### src/rtl/prbs23_pkg.sv
// rtl/prbs23_pkg.sv - PRBS23 constants and frame-generator FSM state type
package prbs23_pkg;

    localparam int PRBS_W = 23;
    localparam int TAP_A  = 22;
    localparam int TAP_B  = 17;
    localparam logic [PRBS_W-1:0] PRBS_SEED = 23'h7FFFFF;

    typedef enum logic [1:0] {
        ST_IDLE,
        ST_RUN,
        ST_GAP
    } state_t;

endpackage

### src/rtl/prbs23_frame_gen_if.sv
// rtl/prbs23_frame_gen_if.sv - byte stream interface with first/last-of-frame flags
interface prbs23_frame_gen_if;

    logic [7:0] tdata;
    logic       tvalid;
    logic       tready;
    logic       tlast;
    logic       tuser;

    modport master (output tdata, output tvalid, output tlast, output tuser, input tready);
    modport slave  (input tdata, input tvalid, input tlast, input tuser, output tready);

endinterface

### src/rtl/prbs23_step8.sv
// rtl/prbs23_step8.sv - eight unrolled x^23+x^18+1 steps, first step lands in bit 0
module prbs23_step8
    import prbs23_pkg::*;
(
    input  logic [PRBS_W-1:0] s_in,
    output logic [PRBS_W-1:0] s_out,
    output logic [7:0]        prbs_byte
);

    logic [PRBS_W-1:0] s;
    logic              b;

    always_comb begin
        s         = s_in;
        b         = 1'b0;
        prbs_byte = 8'h00;
        for (int i = 0; i < 8; i++) begin
            b            = s[TAP_A] ^ s[TAP_B];
            prbs_byte[i] = b;
            s            = {s[PRBS_W-2:0], b};
        end
        s_out = s;
    end

endmodule

### src/rtl/prbs23_frame_gen.sv
// rtl/prbs23_frame_gen.sv - PRBS23 test-traffic source framed into fixed-length packets
module prbs23_frame_gen
    import prbs23_pkg::*;
#(
    parameter int FRAME_LEN = 1920,
    parameter int GAP_CYC   = 16,
    parameter int CNT_W     = 16
) (
    input  logic               clk_hh,
    input  logic               rst,
    input  logic               ena,
    input  logic               err_inj,
    prbs23_frame_gen_if.master m_axis,
    output logic [CNT_W-1:0]   n_frames,
    output logic [CNT_W-1:0]   n_inj,
    output logic               busy
);

    localparam int BC_W     = $clog2(FRAME_LEN);
    localparam int GC_W     = (GAP_CYC > 0) ? $clog2(GAP_CYC + 1) : 1;
    localparam int GAP_LAST = (GAP_CYC > 0) ? GAP_CYC - 1 : 0;

    state_t            state;
    logic [PRBS_W-1:0] prbs_s;
    logic [PRBS_W-1:0] step_s;
    logic [7:0]        step_byte;
    logic [BC_W-1:0]   byte_cnt;
    logic [GC_W-1:0]   gap_cnt;
    logic              inj_pend;
    logic              cur_corrupt;
    logic              hs;
    logic              at_last;
    logic              gap_done;
    logic              start_frame;
    logic              next_byte;
    logic              load;
    logic              corrupt_now;

    // prbs_s always points at the byte to be loaded next, so the output register
    // already holds the current byte and the LFSR moves only when a byte is consumed.
    prbs23_step8 u_step (
        .s_in      (prbs_s),
        .s_out     (step_s),
        .prbs_byte (step_byte)
    );

    assign hs          = m_axis.tvalid & m_axis.tready;
    assign at_last     = (byte_cnt == BC_W'(FRAME_LEN - 1));
    assign gap_done    = (state == ST_GAP) && (gap_cnt == GC_W'(GAP_LAST));
    assign start_frame = ena && ((state == ST_IDLE) || gap_done ||
                                 ((state == ST_RUN) && hs && at_last && (GAP_CYC == 0)));
    assign next_byte   = (state == ST_RUN) && hs && !at_last;
    assign load        = start_frame || next_byte;
    assign corrupt_now = inj_pend || err_inj;
    assign busy        = (state != ST_IDLE);

    always_ff @(posedge clk_hh) begin
        if (rst) begin
            state         <= ST_IDLE;
            prbs_s        <= PRBS_SEED;
            byte_cnt      <= '0;
            gap_cnt       <= '0;
            inj_pend      <= 1'b0;
            cur_corrupt   <= 1'b0;
            m_axis.tdata  <= 8'h00;
            m_axis.tvalid <= 1'b0;
            m_axis.tlast  <= 1'b0;
            m_axis.tuser  <= 1'b0;
            n_frames      <= '0;
            n_inj         <= '0;
        end else begin
            case (state)
                ST_IDLE: begin
                end
                ST_RUN: begin
                    if (hs && at_last) begin
                        n_frames      <= n_frames + 1'b1;
                        m_axis.tvalid <= 1'b0;
                        m_axis.tlast  <= 1'b0;
                        m_axis.tuser  <= 1'b0;
                        gap_cnt       <= '0;
                        state         <= (GAP_CYC > 0) ? ST_GAP : ST_IDLE;
                    end
                end
                ST_GAP: begin
                    if (gap_done) state <= ST_IDLE;
                    else          gap_cnt <= gap_cnt + 1'b1;
                end
                default: state <= ST_IDLE;
            endcase

            if (hs && cur_corrupt) n_inj <= n_inj + 1'b1;

            // The error is attached when a byte is loaded so tdata never changes under a stall.
            if (load) begin
                state         <= ST_RUN;
                prbs_s        <= step_s;
                m_axis.tdata  <= step_byte ^ {7'b0, corrupt_now};
                m_axis.tvalid <= 1'b1;
                m_axis.tuser  <= start_frame;
                m_axis.tlast  <= !start_frame && (byte_cnt == BC_W'(FRAME_LEN - 2));
                byte_cnt      <= start_frame ? '0 : byte_cnt + 1'b1;
                cur_corrupt   <= corrupt_now;
                inj_pend      <= 1'b0;
            end else begin
                if (hs) cur_corrupt <= 1'b0;
                // A request landing while the corrupted byte still waits is merged into it.
                if (err_inj && !(cur_corrupt && !hs)) inj_pend <= 1'b1;
            end
        end
    end

endmodule

### src/flat_wrapper.sv
// flat-port wrapper written by rule: the top's interface ports become plain ports
module prbs23_frame_gen_flat import prbs23_pkg::*;
#(
    parameter int FRAME_LEN = 1920,
    parameter int GAP_CYC   = 16,
    parameter int CNT_W     = 16
)
  (clk_hh, rst, ena, err_inj, n_frames, n_inj, busy, m_axis_tdata, m_axis_tvalid, m_axis_tlast, m_axis_tuser, m_axis_tready);
  prbs23_frame_gen_if m_axis_i ();
  input  logic clk_hh;
  input  logic rst;
  input  logic ena;
  input  logic err_inj;
  output logic [CNT_W-1:0] n_frames;
  output logic [CNT_W-1:0] n_inj;
  output logic busy;
  output wire logic [$bits(m_axis_i.tdata)-1:0] m_axis_tdata;
  output wire logic [$bits(m_axis_i.tvalid)-1:0] m_axis_tvalid;
  output wire logic [$bits(m_axis_i.tlast)-1:0] m_axis_tlast;
  output wire logic [$bits(m_axis_i.tuser)-1:0] m_axis_tuser;
  input wire logic [$bits(m_axis_i.tready)-1:0] m_axis_tready;
  assign m_axis_tdata = m_axis_i.tdata;
  assign m_axis_tvalid = m_axis_i.tvalid;
  assign m_axis_tlast = m_axis_i.tlast;
  assign m_axis_tuser = m_axis_i.tuser;
  assign m_axis_i.tready = m_axis_tready;
  prbs23_frame_gen #(.FRAME_LEN(FRAME_LEN), .GAP_CYC(GAP_CYC), .CNT_W(CNT_W)) u_core (.clk_hh(clk_hh), .rst(rst), .ena(ena), .err_inj(err_inj), .m_axis(m_axis_i), .n_frames(n_frames), .n_inj(n_inj), .busy(busy));
endmodule
### config.mk
export PLATFORM = sky130hd
export DESIGN_NAME = prbs23_frame_gen_flat
export DESIGN_NICKNAME = d
export VERILOG_FILES = /design/src/rtl/prbs23_pkg.sv /design/src/rtl/prbs23_frame_gen_if.sv /design/src/rtl/prbs23_step8.sv /design/src/rtl/prbs23_frame_gen.sv /design/src/flat_wrapper.sv
export SDC_FILE = /design/constraint.sdc
export NUM_CORES = 1
export LEC_CHECK = 0
export BUFFER_PORTS_ARGS = -buffer_cell sky130_fd_sc_hd__buf_2
export CORE_MARGIN = 4
export CORE_UTILIZATION = 60
export CTS_CLUSTER_SIZE = 8
export DETAILED_ROUTE_END_ITERATION = 16
export GPL_ROUTABILITY_DRIVEN = 0
export PLACE_DENSITY = 0.9
export SKIP_LAST_GASP = 1
export SLEW_MARGIN = 20
export SYNTH_ARGS = -nofsm -noshare
export SYNTH_HDL_FRONTEND = slang
export SYNTH_SLANG_ARGS = --single-unit
### constraint.sdc
create_clock -name clk_hh -period 6.2 [get_ports clk_hh]
set_clock_uncertainty 0.15 [all_clocks]
set_input_delay 1.24 -clock clk_hh [delete_from_list [all_inputs] [get_ports clk_hh]]
set_output_delay 1.24 -clock clk_hh [all_outputs]
set_load 0.02 [all_outputs]
==> results.toml, run 1 <==
[power]
max-vdd-ir-drop_v = 0.000187
power_density_nw_per_um2 = 257
power_w = 0.00109
intPower_w = 0.000826
p_sw_w = 0.000268
switching_share = 0.245
power_leakage_nw = 1.58
clock_power_share = 0.393
power_frac_comb = 0.074
pwr-share-seq = 0.533

[synthesis]
synth_top_cells_by_area = "dfxtp_1 45%, a21oi_1 6.5%, xor2_1 4.2%"
synth_cell_types = 42
yosysTopAreaCell = "dfxtp_1"
synth-xor-area-share = 0.0602
synth.net_count = 446
postSynthAreaPerCell_sq_um = 8.70
synth_top_family_by_area = "simple AND/OR/NAND/NOR gates"
synth_adder_area_share = 0.0198
netlist_area_sq_um = 3780
async_flop_share = 0
yosys_warnings = 0
synthMuxAreaShare = 0.0238
synth_flop_cell = "dfxtp_1"
synth_compound_area_frac = 0.147
synthSimpleGateAreaFrac = 0.254
ys_seq_area_frac = 0.455
yosysTopAreaCellShare = 0.455
synth_seq_cells = 86
synth_edf_count = 0
syn_inst = 435

[timing]
timing.final.ws_setup_ns = 3.15
fmax_mhz = 328
period_share = 0.492
setup_viol = 0
min_period_ns = 3.05
rsz0062_at_grt = "no"
whs_ns = 0.318
hold_viol = 0
drv_slew = 0
setup_tns_ns = 0
tightest_slew_ns = 0.996
max_slew_margin = 0.336

[placed_design]
place_hpwl_mm = 5.69
dpl_worst_slack_ns = 2.81
place_inst = 533
numPortBuffers = 48

[clock_tree]
cts_made_buffers = 9
htree_levels = 3
clk_pin_slew_worst_paths_ns = 0.08
clock_sinks = 86
cts_tree = "yes"
clk_latency_ns = 0.35
post_cts_buffers = 0
clk_path_buf_depth = 2
cts-root-buf = "clkbuf_8"
holdBufCountCts = 0
ctsResizeCount = 0

[global_routing]
grt_pass1_wl_mm = 14.3
antenna_found_initial = 0
grt-ovfl-total = 0
grt_pass1_vias = 3124
grt_max_degree = 44
track_usage = 0.233

[floorplan]
die-area_sq_um = 7640
core_sq_um = 6030
fp.dieH_microns = 87.4
die_w_microns = 87.4
ioPinCount = 49
initial_core_util = 0.628
row_count = 28

[route]
wirelength_mm = 8.55
postRouteAntennaNets = 0
dr_total_vias = 3434
drtPass1Iterations = 7
drtIter0Drc = 293
via_per_inst = 6.26
drc = 0
wl_per_cell_microns = 15.6

[layout]
syn2layout_area_growth_pct = 12.5
register_area_sq_um = 1720
fillCellCount = 467
fin_nets = 480
fin_cells = 549
multi_input_area_sq_um = 1920
drive_above_1_share = 0.156
diodes = 0

[setup_path]
cp_num_buf_inv = 0
critical_path.endpoint_type = "flop"
cp_top_family = "simple AND/OR/NAND/NOR gates"
cp_slowest_cell = "nor2_1"
cp_max_fo = 26
required_ns = 6.32
cp-start-kind = "flop"
worstPathArrival_ns = 3.18
crit_chain = "ha_1, and3_1, ha_1, nand2b_1, and3b_1, nor2_1, mux2i_1"
path_class = "reg -> reg"
cp_common_cell = "ha_1"
slowest_delay_ns = 0.89

[status]
outcome = "finished, final reports clean"

[min_path]
hp-class = "reg -> reg"

[run]
max-cap-violations = 0
## metal layers
layer  track usage  routed length, microns
met1         0.292                    3610
met4        0.0865                     153
met5             0                       0
met2         0.390                    4230
met3        0.0501                     568
## cell families after synthesis
| group | count (synthesis) |
|---|---|
| buffers and inverters | 38 |
| multiplexers | 9 |
| AND/OR/NAND/NOR | 176 |
| flip-flops | 86 |
| adder cells (fa/ha/maj) | 6 |
| AO/OA/AOI/OAI | 94 |
| XOR/XNOR | 26 |
## worst paths after layout
check,startpoint,to,slack (ns),cells past startpoint
worst max-delay path,u_core.gap_cnt[0],u_core.prbs_s[13],3.15,7
worst min-delay path,u_core.m_axis.tuser,u_core.m_axis.tuser,0.32,2
worst min register to register,u_core.m_axis.tuser,u_core.m_axis.tuser,0.32,2
worst max register to register,u_core.gap_cnt[0],u_core.prbs_s[13],3.15,7
## power groups by stage
stage	registers (W)	logic, W	clock network, W
finish	0.000583	0.0000806	0.000430
CTS	0.000583	0.0000805	0.000437
floorplan	0.000600	0.0000517	0
detailed placement	0.000595	0.0000797	0
global route	0.000584	0.0000894	0.000459
global placement	0.000594	0.0000780	0
## cells in the final DEF (no fill, tap or decap), types with 15 or more instances in the layout
cell type	netlist	routed
dfxtp_1	86	86
a21oi_1	49	49
buf_2	1	48
nor2_1	36	36
nor3_1	28	28
nand2_1	21	21
xor2_1	18	18
nand3_1	18	18
or4_1	18	18
o31ai_1	15	15
## tightest hold or removal path: stages, from the launching register on
cell	delay [ns]
dfxtp_1	0.32
nand2_1	0.05
a21oi_1	0.06
## sequential cells by signal, indices dropped and copies added (netlist names)
register	cells
u_core.n_inj	16
u_core.m_axis.tlast	1
u_core.m_axis.tuser	1
u_core.prbs_s	23
u_core.m_axis.tvalid	1
u_core.state	2
u_core.m_axis.tdata	8
u_core.gap_cnt	5
u_core.n_frames	16
u_core.byte_cnt	11
u_core.cur_corrupt	1
u_core.inj_pend	1
## through the flow
step | util | cell area [sq um]
after floorplan | - | 3780
after global placement | 0.669 | 4030
after detailed placement | 0.669 | 4030
after CTS | 0.706 | 4260
after global routing | 0.706 | 4260
final | 0.706 | 4260
## cells in the mapped netlist (3+ instances only)
| library cell | instances |
|---|---|
| and3_1 | 4 |
| nor4_1 | 10 |
| ha_1 | 6 |
| nor3_1 | 28 |
| clkbuf_1 | 24 |
| or4_1 | 18 |
| xor2_1 | 18 |
| a211oi_1 | 3 |
| or2_2 | 3 |
| nand3_1 | 18 |
| o21bai_1 | 7 |
| a21oi_1 | 49 |
| and4_1 | 4 |
| dfxtp_1 | 86 |
| xnor2_1 | 8 |
| nand4_1 | 10 |
| or3_1 | 11 |
| inv_1 | 10 |
| mux2i_1 | 9 |
| o21ai_0 | 11 |
| nor2_1 | 36 |
| nand2_1 | 21 |
| o31ai_1 | 15 |
## layout make-up
class,instances,area share
clock buffers,9,0.0291
clock inverters,7,0.0232
inverters,10,0.00882
multi-input cells,311,0.451
flip-flops and latches,86,0.404
well taps,75,0.0220
repair buffers,51,0.0617
Power figures use the tool's default switching activity.
==> run 2, diff against run 1 <==
--- a/config.mk
+++ b/config.mk
@@ -7,11 +7,11 @@
 export LEC_CHECK = 0
 export BUFFER_PORTS_ARGS = -buffer_cell sky130_fd_sc_hd__buf_2
 export CORE_MARGIN = 4
-export CORE_UTILIZATION = 60
+export CORE_UTILIZATION = 57
 export CTS_CLUSTER_SIZE = 8
 export DETAILED_ROUTE_END_ITERATION = 16
 export GPL_ROUTABILITY_DRIVEN = 0
-export PLACE_DENSITY = 0.9
+export PLACE_DENSITY = 0.87
 export SKIP_LAST_GASP = 1
 export SLEW_MARGIN = 20
 export SYNTH_ARGS = -nofsm -noshare
==> constraint.sdc (replaced) <==
create_clock -name clk_hh -period 2.86 [get_ports clk_hh]
set_clock_uncertainty 0.15 [all_clocks]
set_input_delay 0.572 -clock clk_hh [delete_from_list [all_inputs] [get_ports clk_hh]]
set_output_delay 0.572 -clock clk_hh [all_outputs]
set_load 0.02 [all_outputs]
==> results.toml, run 2 (same netlist as run 1, synthesis figures left out) <==
[floorplan]
ioPinCount = 49
fp.dieH_microns = 89.5
row_count = 29
initial_core_util = 0.593
die_w_microns = 89.5
die-area_sq_um = 8010
core_sq_um = 6390

[min_path]
holdPathStages = 2
hold_end = "u_core.m_axis.tlast"
min_from = "u_core.m_axis.tlast"
hp-class = "reg -> reg"

[placed_design]
place_hpwl_mm = 5.76
place_inst = 541
numPortBuffers = 48
dpl_worst_slack_ns = 0.348

[route]
drc = 0
drtIter0Drc = 235
wirelength_mm = 8.37
dr_total_vias = 3386
via_per_inst = 6.08
drtPass1Iterations = 4
wl_per_cell_microns = 15.0
postRouteAntennaNets = 0

[setup_path]
worstPathArrival_ns = 2.68
required_ns = 3.00
cp-start-kind = "flop"
cp_common_cell = "ha_1"
cp_top_family = "simple AND/OR/NAND/NOR gates"
ff2ff_setup_slack_ns = 0.32
r2r_cells = 7
cp_num_buf_inv = 0
cp_max_fo = 9
path_class = "reg -> reg"
cp_slowest_cell = "nor2_1"
crit_chain = "ha_1, and3_1, ha_1, nand2b_1, and3b_1, nor2_1, mux2i_1"
timing.rr.start = "u_core.gap_cnt[0]"
slowest_delay_ns = 0.75
critical_path.endpoint_type = "flop"
r2r-end = "u_core.prbs_s[7]"

[timing]
max_slew_margin = 0.348
fmax_mhz = 394
tightest_slew_ns = 0.975
setup_viol = 0
drv_slew = 0
rsz0062_at_grt = "no"
setup_tns_ns = 0
timing.final.ws_setup_ns = 0.321
period_share = 0.888
min_period_ns = 2.54
hold_viol = 0

[layout]
register_area_sq_um = 1720
largest_reg_flops = 23
drive_above_1_share = 0.167
syn2layout_area_growth_pct = 13.9
reg.largest.list = "u_core.prbs_s: 23 flops, u_core.n_frames: 16 flops, u_core.n_inj: 16 flops"
layout_commonest_cell = "dfxtp_1"
fin_cells = 557
diodes = 0
layout_common_cells = "86 x dfxtp_1, 49 x a21oi_1, 48 x buf_2"
top_register = "u_core.prbs_s"
fin_nets = 486
fillCellCount = 508
multi_input_area_sq_um = 1920

[global_routing]
grt_max_degree = 40
grt-ovfl-total = 0
track_usage = 0.221
grt_pass1_wl_mm = 14.1
antenna_found_initial = 0
grt_pass1_vias = 3114

[clock_tree]
clock_sinks = 86
cts_tree = "yes"
post_cts_buffers = 0
clk_path_buf_depth = 2
ctsResizeCount = 0
clk_latency_ns = 0.36
clk_pin_slew_worst_paths_ns = 0.09
holdBufCountCts = 0
cts-root-buf = "clkbuf_8"
cts_made_buffers = 9
htree_levels = 3

[run]
max-cap-violations = 0

[status]
outcome = "finished, final reports clean"

[power]
power_w = 0.00240
power_density_nw_per_um2 = 557
power_leakage_nw = 1.61
max-vdd-ir-drop_v = 0.000452
==> run 2: layout make-up <==
type                    count  area share
clock inverters             7      0.0244
repair buffers             57      0.0714
multi-input cells         311       0.445
flip-flops and latches     86       0.399
clock buffers               9      0.0287
well taps                  77      0.0224
inverters                  10     0.00871
==> run 2: stage by stage <==
step                      utilization  cell area, sq um  hold slack (ns)
final                           0.675              4310            0.334
after CTS                       0.675              4310            0.340
after detailed placement        0.639              4080            0.327
after global placement          0.639              4080            0.306
after floorplan                     -              3780            0.314
after global routing            0.675              4310            0.367
==> run 2: tightest hold or removal path: cells and delay by family, from the launching register on <==
| kind | cells | cell delay [ns] |
|---|---|---|
| simple gates | 1 | 0.06 |
| flops | 1 | 0.33 |
| compound gates | 1 | 0.05 |
==> run 2: how the worst max path moves through the flow <==
stage                      start           endpoint  cells after the start
2_1_floorplan  u_core.gap_cnt[0]  u_core.prbs_s[10]                      8
3_3_place_gp   u_core.gap_cnt[0]   u_core.prbs_s[9]                      7
3_5_place_dp   u_core.gap_cnt[0]  u_core.prbs_s[14]                      7
5_1_grt        u_core.gap_cnt[0]  u_core.prbs_s[14]                      7
4_1_cts        u_core.gap_cnt[0]  u_core.prbs_s[14]                      7
6_report       u_core.gap_cnt[0]   u_core.prbs_s[7]                      7
==> run 2: metal layers <==
layer / track usage / wire length [microns]
met5: 0 / 0
met4: 0.0622 / 115
met3: 0.0562 / 503
met2: 0.387 / 4120
met1: 0.268 / 3630
==> run 2: power by group <==
| part | internal (W) | total, W | switching (W) |
|---|---|---|---|
| sequential | 0.00124 | 0.00126 | 0.0000275 |
| clock | 0.000504 | 0.000958 | 0.000454 |
| combinational | 0.0000637 | 0.000178 | 0.000115 |
